File: config.mk
export PLATFORM = sky130hd
export DESIGN_NAME = match_pipe_prog
export DESIGN_NICKNAME = d
export VERILOG_FILES = /design/src/rtl/match_pipe_prog.sv
export SDC_FILE = /design/constraint.sdc
export NUM_CORES = 1
export LEC_CHECK = 0
export CORE_ASPECT_RATIO = 1.1
export CORE_MARGIN = 5
export CORE_UTILIZATION = 40
export CTS_CLUSTER_DIAMETER = 60
export DETAILED_ROUTE_END_ITERATION = 12
export PLACE_DENSITY_LB_ADDON = 0.15
export REMOVE_ABC_BUFFERS = 1
export SLEW_MARGIN = 5
export SYNTH_ARGS = -nofsm -noshare
export SYNTH_HDL_FRONTEND = slang
export SYNTH_SLANG_ARGS = --single-unit
File: constraint.sdc
create_clock -name clk -period 3.8 [get_ports clk]
set_input_delay 0.76 -clock clk [delete_from_list [all_inputs] [get_ports clk]]
set_output_delay 0.76 -clock clk [all_outputs]
set_load 0.1 [all_outputs]
File: src/rtl/match_pipe_prog.sv
// Multi-channel matching delay pipe with run-time selectable tap (0..MAX_DELAY), stall, flush
// and reconfiguration that waits for the pipe to drain so no in-flight entry is lost or doubled.

module match_pipe_lane #(
    parameter int WIDTH        = 1,
    parameter int MAX_DELAY    = 8,
    parameter int ZERO_INVALID = 1,
    parameter int DW           = 4
) (
    input  logic             clk,
    input  logic             reset_l,
    input  logic             en,
    input  logic [DW-1:0]    sel,
    input  logic             tap_valid,
    input  logic [WIDTH-1:0] din,
    output logic [WIDTH-1:0] dout
);
    logic [MAX_DELAY:1][WIDTH-1:0] stg;
    logic [WIDTH-1:0]              raw;

    // Data shifts on every enabled edge; qualification comes from the shared valid pipe.
    always_ff @(posedge clk or negedge reset_l) begin
        if (!reset_l) begin
            stg <= '0;
        end else if (en) begin
            stg[1] <= din;
            for (int k = 2; k <= MAX_DELAY; k++) stg[k] <= stg[k-1];
        end
    end

    always_comb begin
        raw = din;
        for (int k = 1; k <= MAX_DELAY; k++)
            if (sel == DW'(k)) raw = stg[k];
    end

    assign dout = (ZERO_INVALID != 0 && !tap_valid) ? '0 : raw;
endmodule

module match_pipe_prog #(
    parameter int WIDTH         = 1,
    parameter int NCHAN         = 1,
    parameter int MAX_DELAY     = 8,
    parameter int DEFAULT_DELAY = 1,
    parameter int ZERO_INVALID  = 1,
    localparam int DW           = $clog2(MAX_DELAY+1)
) (
    input  logic                   clk,
    input  logic                   reset_l,
    input  logic                   en,
    input  logic                   flush,
    input  logic                   in_valid,
    input  logic [NCHAN*WIDTH-1:0] in_data,
    input  logic [DW-1:0]          delay_in,
    input  logic                   delay_load,
    output logic                   out_valid,
    output logic [NCHAN*WIDTH-1:0] out_data,
    output logic [DW-1:0]          delay_q,
    output logic                   cfg_pending,
    output logic [DW-1:0]          occupancy
);
    logic [MAX_DELAY:1] vld_pipe;
    logic [DW-1:0]      delay_req;
    logic [DW-1:0]      clamped;
    logic [DW-1:0]      req_val;
    logic               occ_inc, occ_dec, pipe_empty, req_live;

    assign clamped    = (delay_in > DW'(MAX_DELAY)) ? DW'(MAX_DELAY) : delay_in;
    assign occ_inc    = en & in_valid & ~flush;
    assign occ_dec    = en & vld_pipe[MAX_DELAY] & ~flush;
    // Safe to retarget only when nothing is in the stages and nothing enters this edge.
    assign pipe_empty = (occupancy == '0) && !occ_inc;
    assign req_live   = cfg_pending | delay_load;
    assign req_val    = delay_load ? clamped : delay_req;

    always_ff @(posedge clk or negedge reset_l) begin
        if (!reset_l) begin
            vld_pipe <= '0;
        end else if (flush) begin
            vld_pipe <= '0;
        end else if (en) begin
            vld_pipe[1] <= in_valid;
            for (int k = 2; k <= MAX_DELAY; k++) vld_pipe[k] <= vld_pipe[k-1];
        end
    end

    always_ff @(posedge clk or negedge reset_l) begin
        if (!reset_l) begin
            occupancy <= '0;
        end else if (flush) begin
            occupancy <= '0;
        end else begin
            case ({occ_inc, occ_dec})
                2'b10:   occupancy <= occupancy + DW'(1);
                2'b01:   occupancy <= occupancy - DW'(1);
                default: occupancy <= occupancy;
            endcase
        end
    end

    always_ff @(posedge clk or negedge reset_l) begin
        if (!reset_l) begin
            delay_req   <= DW'(DEFAULT_DELAY);
            delay_q     <= DW'(DEFAULT_DELAY);
            cfg_pending <= 1'b0;
        end else begin
            if (delay_load) delay_req <= clamped;
            if (req_live && pipe_empty) delay_q <= req_val;
            cfg_pending <= req_live && !pipe_empty;
        end
    end

    always_comb begin
        out_valid = in_valid;
        for (int k = 1; k <= MAX_DELAY; k++)
            if (delay_q == DW'(k)) out_valid = vld_pipe[k];
    end

    for (genvar c = 0; c < NCHAN; c++) begin : g_lane
        match_pipe_lane #(
            .WIDTH(WIDTH), .MAX_DELAY(MAX_DELAY), .ZERO_INVALID(ZERO_INVALID), .DW(DW)
        ) u_lane (
            .clk      (clk),
            .reset_l  (reset_l),
            .en       (en),
            .sel      (delay_q),
            .tap_valid(out_valid),
            .din      (in_data[c*WIDTH +: WIDTH]),
            .dout     (out_data[c*WIDTH +: WIDTH])
        );
    end

    a_occ_ovf: assert property (@(posedge clk) disable iff (!reset_l)
        !(occ_inc && !occ_dec && occupancy == DW'(MAX_DELAY)));
    a_occ_unf: assert property (@(posedge clk) disable iff (!reset_l)
        !(occ_dec && !occ_inc && occupancy == '0));
endmodule

==> results of run 1 <==
-- cells in the final DEF, fill, tap and decap left out, types with 2 or more instances in the layout --
master / synthesis / routed
dfrtp_1: 27 / 27
nor2_1: 19 / 19
clkdlybuf4s50_1: 0 / 18
mux2i_1: 12 / 12
a21oi_1: 12 / 12
mux2_2: 10 / 10
o21ai_0: 9 / 9
inv_1: 6 / 6
clkbuf_8: 0 / 5
nand3b_1: 4 / 4
xor2_1: 4 / 4
buf_4: 1 / 4
nand2_1: 3 / 3
clkbuf_1: 4 / 3
nor4bb_1: 2 / 2
nor3_1: 2 / 2
o32a_1: 2 / 2
mux2_4: 2 / 2
ha_1: 2 / 2
dfstp_2: 2 / 2
buf_12: 0 / 2
-- registers in the layout (all words and copies together) (netlist names) --
signal,flops
g_lane.u_lane.stg,8
vld_pipe,8
delay_q,4
delay_req,4
occupancy,4
cfg_pending,1
-- layout make-up --
cell class	count	area share (%)
inverters	6	1.19
well taps	50	3.31
flip-flops and latches	29	38.5
repair buffers	24	13.2
clock buffers	8	4.24
multi-input cells	99	39.5
-- through the flow --
step / util (%) / setup TNS (ns) / worst slack (ns) / cells
after floorplan: - / -0.223 / -0.223 / 134
after global placement: 49.1 / 0 / 0.707 / 208
after detailed placement: 49.1 / 0 / 0.672 / 208
after CTS: 51.3 / 0 / 0.673 / 216
after global routing: 51.3 / 0 / 0.571 / 216
final: 51.3 / 0 / 0.685 / 216
-- layer usage --
| layer | track usage, % | routed length [µm] |
|---|---|---|
| met4 | 6.72 | 56 |
| met5 | 0 | 0 |
| met2 | 22.1 | 1490 |
| met3 | 5.47 | 143 |
| met1 | 16.1 | 1460 |
-- logic make-up after synthesis --
| kind of cell | count (synthesis) | share of synthesized area, % |
|---|---|---|
| AO/OA/AOI/OAI | 32 | 13.9 |
| XOR/XNOR | 4 | 2.28 |
| adder cells (fa/ha/maj) | 3 | 2.94 |
| buffers and inverters | 14 | 3.91 |
| flip-flops | 29 | 47.5 |
| multiplexers | 24 | 17.1 |
| AND/OR/NAND/NOR | 36 | 12.4 |
-- worst reg2reg max path, stage by stage (launching register included) --
cell      delay, ns
dfrtp_1        0.44
and4bb_2       0.30
ha_1           0.28
a21o_2         0.18
a21oi_1        0.17
xor2_1         0.09
or3_1          0.31
a21oi_1        0.16
-- how the worst max path moves through the flow --
stage	start	end	slack (ns)	cells past startpoint
after floorplan	delay_q[2]	out_data	-0.22	5
after global placement	in_valid	out_data	0.71	7
after detailed placement	in_valid	out_data	0.67	7
after CTS	in_valid	out_data	0.67	7
after global routing	in_valid	out_data	0.57	7
final	in_valid	out_data	0.69	7
-- power breakdown --
group / switching, mW / internal (mW) / leakage (nW)
registers: 0.0662 / 0.355 / 0.368
logic: 0.310 / 0.175 / 0.433
clock network: 0.105 / 0.130 / 0.0395
total: 0.481 / 0.659 / 0.840
==> flow_summary_export.csv, run 1 <==
group,metric,value,unit
logic_synthesis,synth_edf_count,0,
power,cellPowerDensity,604,nW/µm²
setup_path,critPathCaptureType,"output port",
cts,cts_max_level,2,
cells_and_area,ff_latch_area,728,µm²
cts,cts_resized,0,
setup_path,cp.arrival,2.35,ns
logic_synthesis,synth_top_area_share,44.0,%
route,vias,1125,
timing,max_freq,321,MHz
cts,hold_buffers,0,
run,maxCapViolations,0,
timing,slew_violations,0,
logic_synthesis,syn_area_per_cell,10.8,µm²
timing,hold-worst-slack,0.503,ns
min_path,holdPathEnd,"delay_req[0]",
setup_path,crit_family,"buffers and inverters",
setup_path,critPathLaunchType,"input pin",
power,p_leak,0.840,nW
logic_synthesis,yosysTopAreaCell,"dfrtp_1",
grt,grtUsageTotal,13.7,%
route,viasPerCell,5.21,
cells_and_area,fill_cells,362,
cells_and_area,diodes,0,
cts,clock_path_buffers,2,
setup_path,rr_worst_depth,7,
floorplanning,initial_core_util,41.6,%
floorplanning,core,3680,µm²
cts,cts_sinks,29,
setup_path,cp_max_fo,6,
cells_and_area,post_route_cells_drive_above_1_share,18.7,%
timing,rsz0062_at_grt,"no",
min_path,whs_path_depth,2,
logic_synthesis,yosys-top-cells-area,"dfrtp_1 (44%), mux2i_1 (7.8%), mux2_2 (7.3%), nor2_1 (4.6%), a21oi_1 (3.9%)",
timing,max_slew.worst_pin.slew,0.968,ns
route,routed_wl,3150,µm
min_path,hp-start,"delay_req[0]",
setup_path,cp_num_buf_inv,2,
setup_path,crit_type,"in2out",
logic_synthesis,yosysWarnings,0,
cts,cts_root_buffer,"clkbuf_8",
run_status,outcome,"completed",
logic_synthesis,synth_cell_types,35,
setup_path,worstPathCellList,"clkdlybuf4s50_1, o21ai_0, o31a_1, o21ai_0, o21ai_0, a22oi_1, buf_12",
floorplanning,io_pins,22,
cts,tritoncts,"done",
cts,cts_setup_buffers,0,
floorplanning,placement_rows,23,
grt,overflow,0,
power,ir_drop,0.214,mV
timing,finalCriticalPeriod,3.11,ns
timing,final-setup-viol-count,0,
cts,clk_pin_slew,0.06,ns
grt,first_global_vias,1150,
logic_synthesis,synth_ff_type,"dfrtp_1",
place,portBuffers,21,
grt,grt_antenna_before_repair,0,
min_path,min_path_type,"reg2reg",
cts,clkLatencyLatePin,0.27,ns
place,dp_hpwl,2220,µm
setup_path,crit_top_cell,"o21ai_0",
grt,grt_max_degree,30,
logic_synthesis,synthCells,142,
floorplanning,dieWidth,69.0,µm
cells_and_area,fin_area,1890,µm²
grt,grt_pass1_wl,5460,µm
route,drt_pass1_iterations,4,
logic_synthesis,synthesis.area,1530,µm²
logic_synthesis,async_flop_share,100,%
cells_and_area,syn2layout_area_growth,23.2,%
setup_path,cpPeakStageDelay,0.61,ns
setup_path,worstReg2RegStart,"vld_pipe[8]",
setup_path,required,3.04,ns
logic_synthesis,yosysMostFrequentCell,"dfrtp_1",
route,ant_nets,0,
route,wire_per_inst,14.6,µm
cells_and_area,layout.nets,179,
route,drc_errors,0,
route,drtIter0Drc,82,
floorplanning,die-area,5170,µm²
floorplanning,die_h,75.0,µm
timing,skew,0.00313,ns
logic_synthesis,synth_seq_cells,29,
place,place_area,1810,µm²
timing,finalHoldViolations,0,
place,gp_congestion,0.806,
logic_synthesis,synthTopCellsByCount,"dfrtp_1 (27), nor2_1 (19), a21oi_1 (12), mux2i_1 (12), mux2_2 (10)",
setup_path,timing.rr.end,"occupancy[3]",
cts,cts_made_buffers,5,
cells_and_area,multi_input_area,746,µm²
timing,slew_headroom,35.2,%
setup_path,cp_slowest_cell,"clkdlybuf4s50_1",
power,fin_total_pwr,1.14,mW
logic_synthesis,yosysSeqAreaShare,47.5,%
timing,fin_crit_sh,82.0,%
setup_path,regToRegSetupSlack,1.78,ns
Note: power is estimated with default switching activity, not from simulation.
==> run 2, diff against run 1 <==
- clock period: 3.8 -> 2.7 ns (I/O delays scaled with it)
==> run 2 against run 1 <==
Against the previous run: first-iteration DRC count fell by 61%; total power up 43%; largest power group unchanged; routed wire length is 0.70% lower; largest cell class unchanged; die area is the same.
==> flow_summary_export.csv, run 2 (synthesis gave the netlist of run 1 again) <==
group,metric,value,unit
run_status,outcome,"completed",
timing,rsz0062_at_grt,"no",
floorplanning,placement_rows,23,
timing,slew_violations,0,
cts,clock_path_buffers,2,
power,p_sw,0.694,mW
grt,grt_pass1_wl,5400,µm
cts,tritoncts,"done",
timing,final-setup-viol-count,0,
timing,skew,0.00544,ns
floorplanning,die-area,5170,µm²
power,p_comb_share,43.5,%
timing,max_slew.worst_pin.slew,0.394,ns
route,drt_pass1_iterations,4,
cts,cts_max_level,2,
cells_and_area,fin_area,1900,µm²
min_path,min_path_type,"reg2reg",
setup_path,critPathCaptureType,"output port",
setup_path,cp_max_fo,6,
cells_and_area,reg_top3,"g_lane.u_lane.stg (8), vld_pipe (8)",
cells_and_area,final_common_cell,"dfrtp_1",
cts,clk_pin_slew,0.06,ns
floorplanning,io_pins,22,
cts,clkLatencyLatePin,0.28,ns
cells_and_area,layout.nets,182,
power,cellPowerDensity,854,nW/µm²
place,dp_hpwl,2210,µm
setup_path,required,2.16,ns
cts,cts_made_buffers,5,
timing,finalHoldViolations,0,
route,m1WireLength,1500,µm
grt,first_global_vias,1128,
route,viasPerCell,5.21,
cts,cts_root_buffer,"clkbuf_8",
place,gp_congestion,0.821,
route,wl_met3,133,µm
cells_and_area,diodes,0,
grt,grtUsageTotal,13.5,%
grt,grt_antenna_before_repair,0,
place,placed_cells,209,
timing,finalCriticalPeriod,2.59,ns
cells_and_area,fin_cells,219,
power,swShare,42.7,%
route,ant_nets,0,
route,drtIter0Drc,32,
cts,cts_sinks,29,
grt,grt_max_degree,30,
setup_path,critPathLaunchType,"register",
route,wire_per_inst,14.3,µm
power,seq_power_share,35.8,%
place,portBuffers,21,
route,routed_wl,3130,µm
power,ir_drop,0.322,mV
cells_and_area,syn2layout_area_growth,24.1,%
run,maxCapViolations,0,
cells_and_area,fill_cells,359,
setup_path,crit_type,"reg2out",
power,p_leak,0.872,nW
cells_and_area,final_cell_mix,"dfrtp_1 (26), nor2_1 (19), buf_4 (14), mux2i_1 (12), a21oi_1 (12)",
power,p_clk_share,20.7,%
grt,overflow,0,
route,vias,1142,
floorplanning,die_h,75.0,µm
power,p_int,0.931,mW
floorplanning,dieWidth,69.0,µm
route,drc_errors,0,
route,wl_met2,1420,µm
timing,fin_crit_sh,95.9,%
setup_path,cp.arrival,2.05,ns
timing,max_freq,386,MHz
cells_and_area,multi_input_area,756,µm²
floorplanning,core,3680,µm²
cells_and_area,post_route_cells_drive_above_1_share,27.8,%
timing,slew_headroom,73.7,%
route,top_layer_used,"met4",
place,place_area,1800,µm²
cells_and_area,ff_latch_area,729,µm²
floorplanning,initial_core_util,41.6,%
cts,hold_buffers,0,
==> run 2: cell count changes in the layout (fill, tap and decap cells not counted), moves of 2 or more <==
cell and delta:
buf_4 +10, clkdlybuf4s50_1 -8, clkbuf_1 -2, clkinv_2 +2
==> run 2: worst max-delay path, stage by stage, from the launching register on <==
cell	delay, ns
dfstp_2	0.59
clkbuf_2	0.19
nor2_1	0.07
o21ba_2	0.21
o32a_1	0.18
o21ai_0	0.21
a22oi_2	0.14
buf_12	0.18
==> run 2: what timing repair did <==
item / 4_1_cts / 5_1_grt
setup buffers: 1 / 1
pin swaps: 0 / 1
endpoints found under the setup margin: 1 / 2
gates resized for setup: 0 / 4
==> run 2: cell type report <==
| type | instances | share of cell area [%] |
|---|---|---|
| inverter | 6 | 1.18 |
| clock buffer | 6 | 3.81 |
| sequential | 29 | 38.3 |
| tap | 50 | 3.29 |
| timing repair buffer | 27 | 13.1 |
| multi-input combinational | 99 | 39.7 |
| clock inverter | 2 | 0.526 |
==> run 2: per-layer routing <==
| metal | GRT usage [%] | vias to the layer above |
|---|---|---|
| met2 | 20.6 | 25 |
| met5 | 0 | - |
| li1 | - | 559 |
| met4 | 7.16 | 0 |
| met3 | 4.81 | 6 |
| met1 | 17.0 | 552 |
==> run 2: final timing paths <==
| path | startpoint | end | slack [ns] | cells past startpoint |
|---|---|---|---|---|
| max | delay_q[0] | out_data | 0.11 | 7 |
| min | delay_req[0] | delay_req[0] | 0.50 | 2 |
| max reg2reg | vld_pipe[8] | occupancy[3] | 0.69 | 7 |
| min reg2reg | delay_req[0] | delay_req[0] | 0.50 | 2 |
| max in group asynchronous | reset_l | delay_q[0] | 1.75 | 2 |
| min in group asynchronous | reset_l | delay_req[1] | 0.65 | 2 |
==> run 2: through the flow <==
stage | power, mW | utilization [%] | worst slack (ns) | setup TNS (ns) | hold WS (ns)
3_5_place_dp | 1.28 | 48.8 | 0.0732 | 0 | 0.497
6_report | 1.63 | 51.7 | 0.111 | 0 | 0.505
5_1_grt | 1.71 | 51.7 | 0.00699 | 0 | 0.537
4_1_cts | 1.63 | 51.2 | 0.0599 | 0 | 0.508
2_1_floorplan | 1.06 | - | -1.10 | -1.36 | 0.244
3_3_place_gp | 1.27 | 48.8 | 0.138 | 0 | 0.488
==> run 2: power groups by stage <==
stage	logic, mW	registers [mW]	clock network, mW
after CTS	0.694	0.583	0.349
after global routing	0.746	0.595	0.370
after global placement	0.673	0.596	0
final	0.707	0.582	0.336
after detailed placement	0.678	0.599	0
after floorplan	0.334	0.727	0
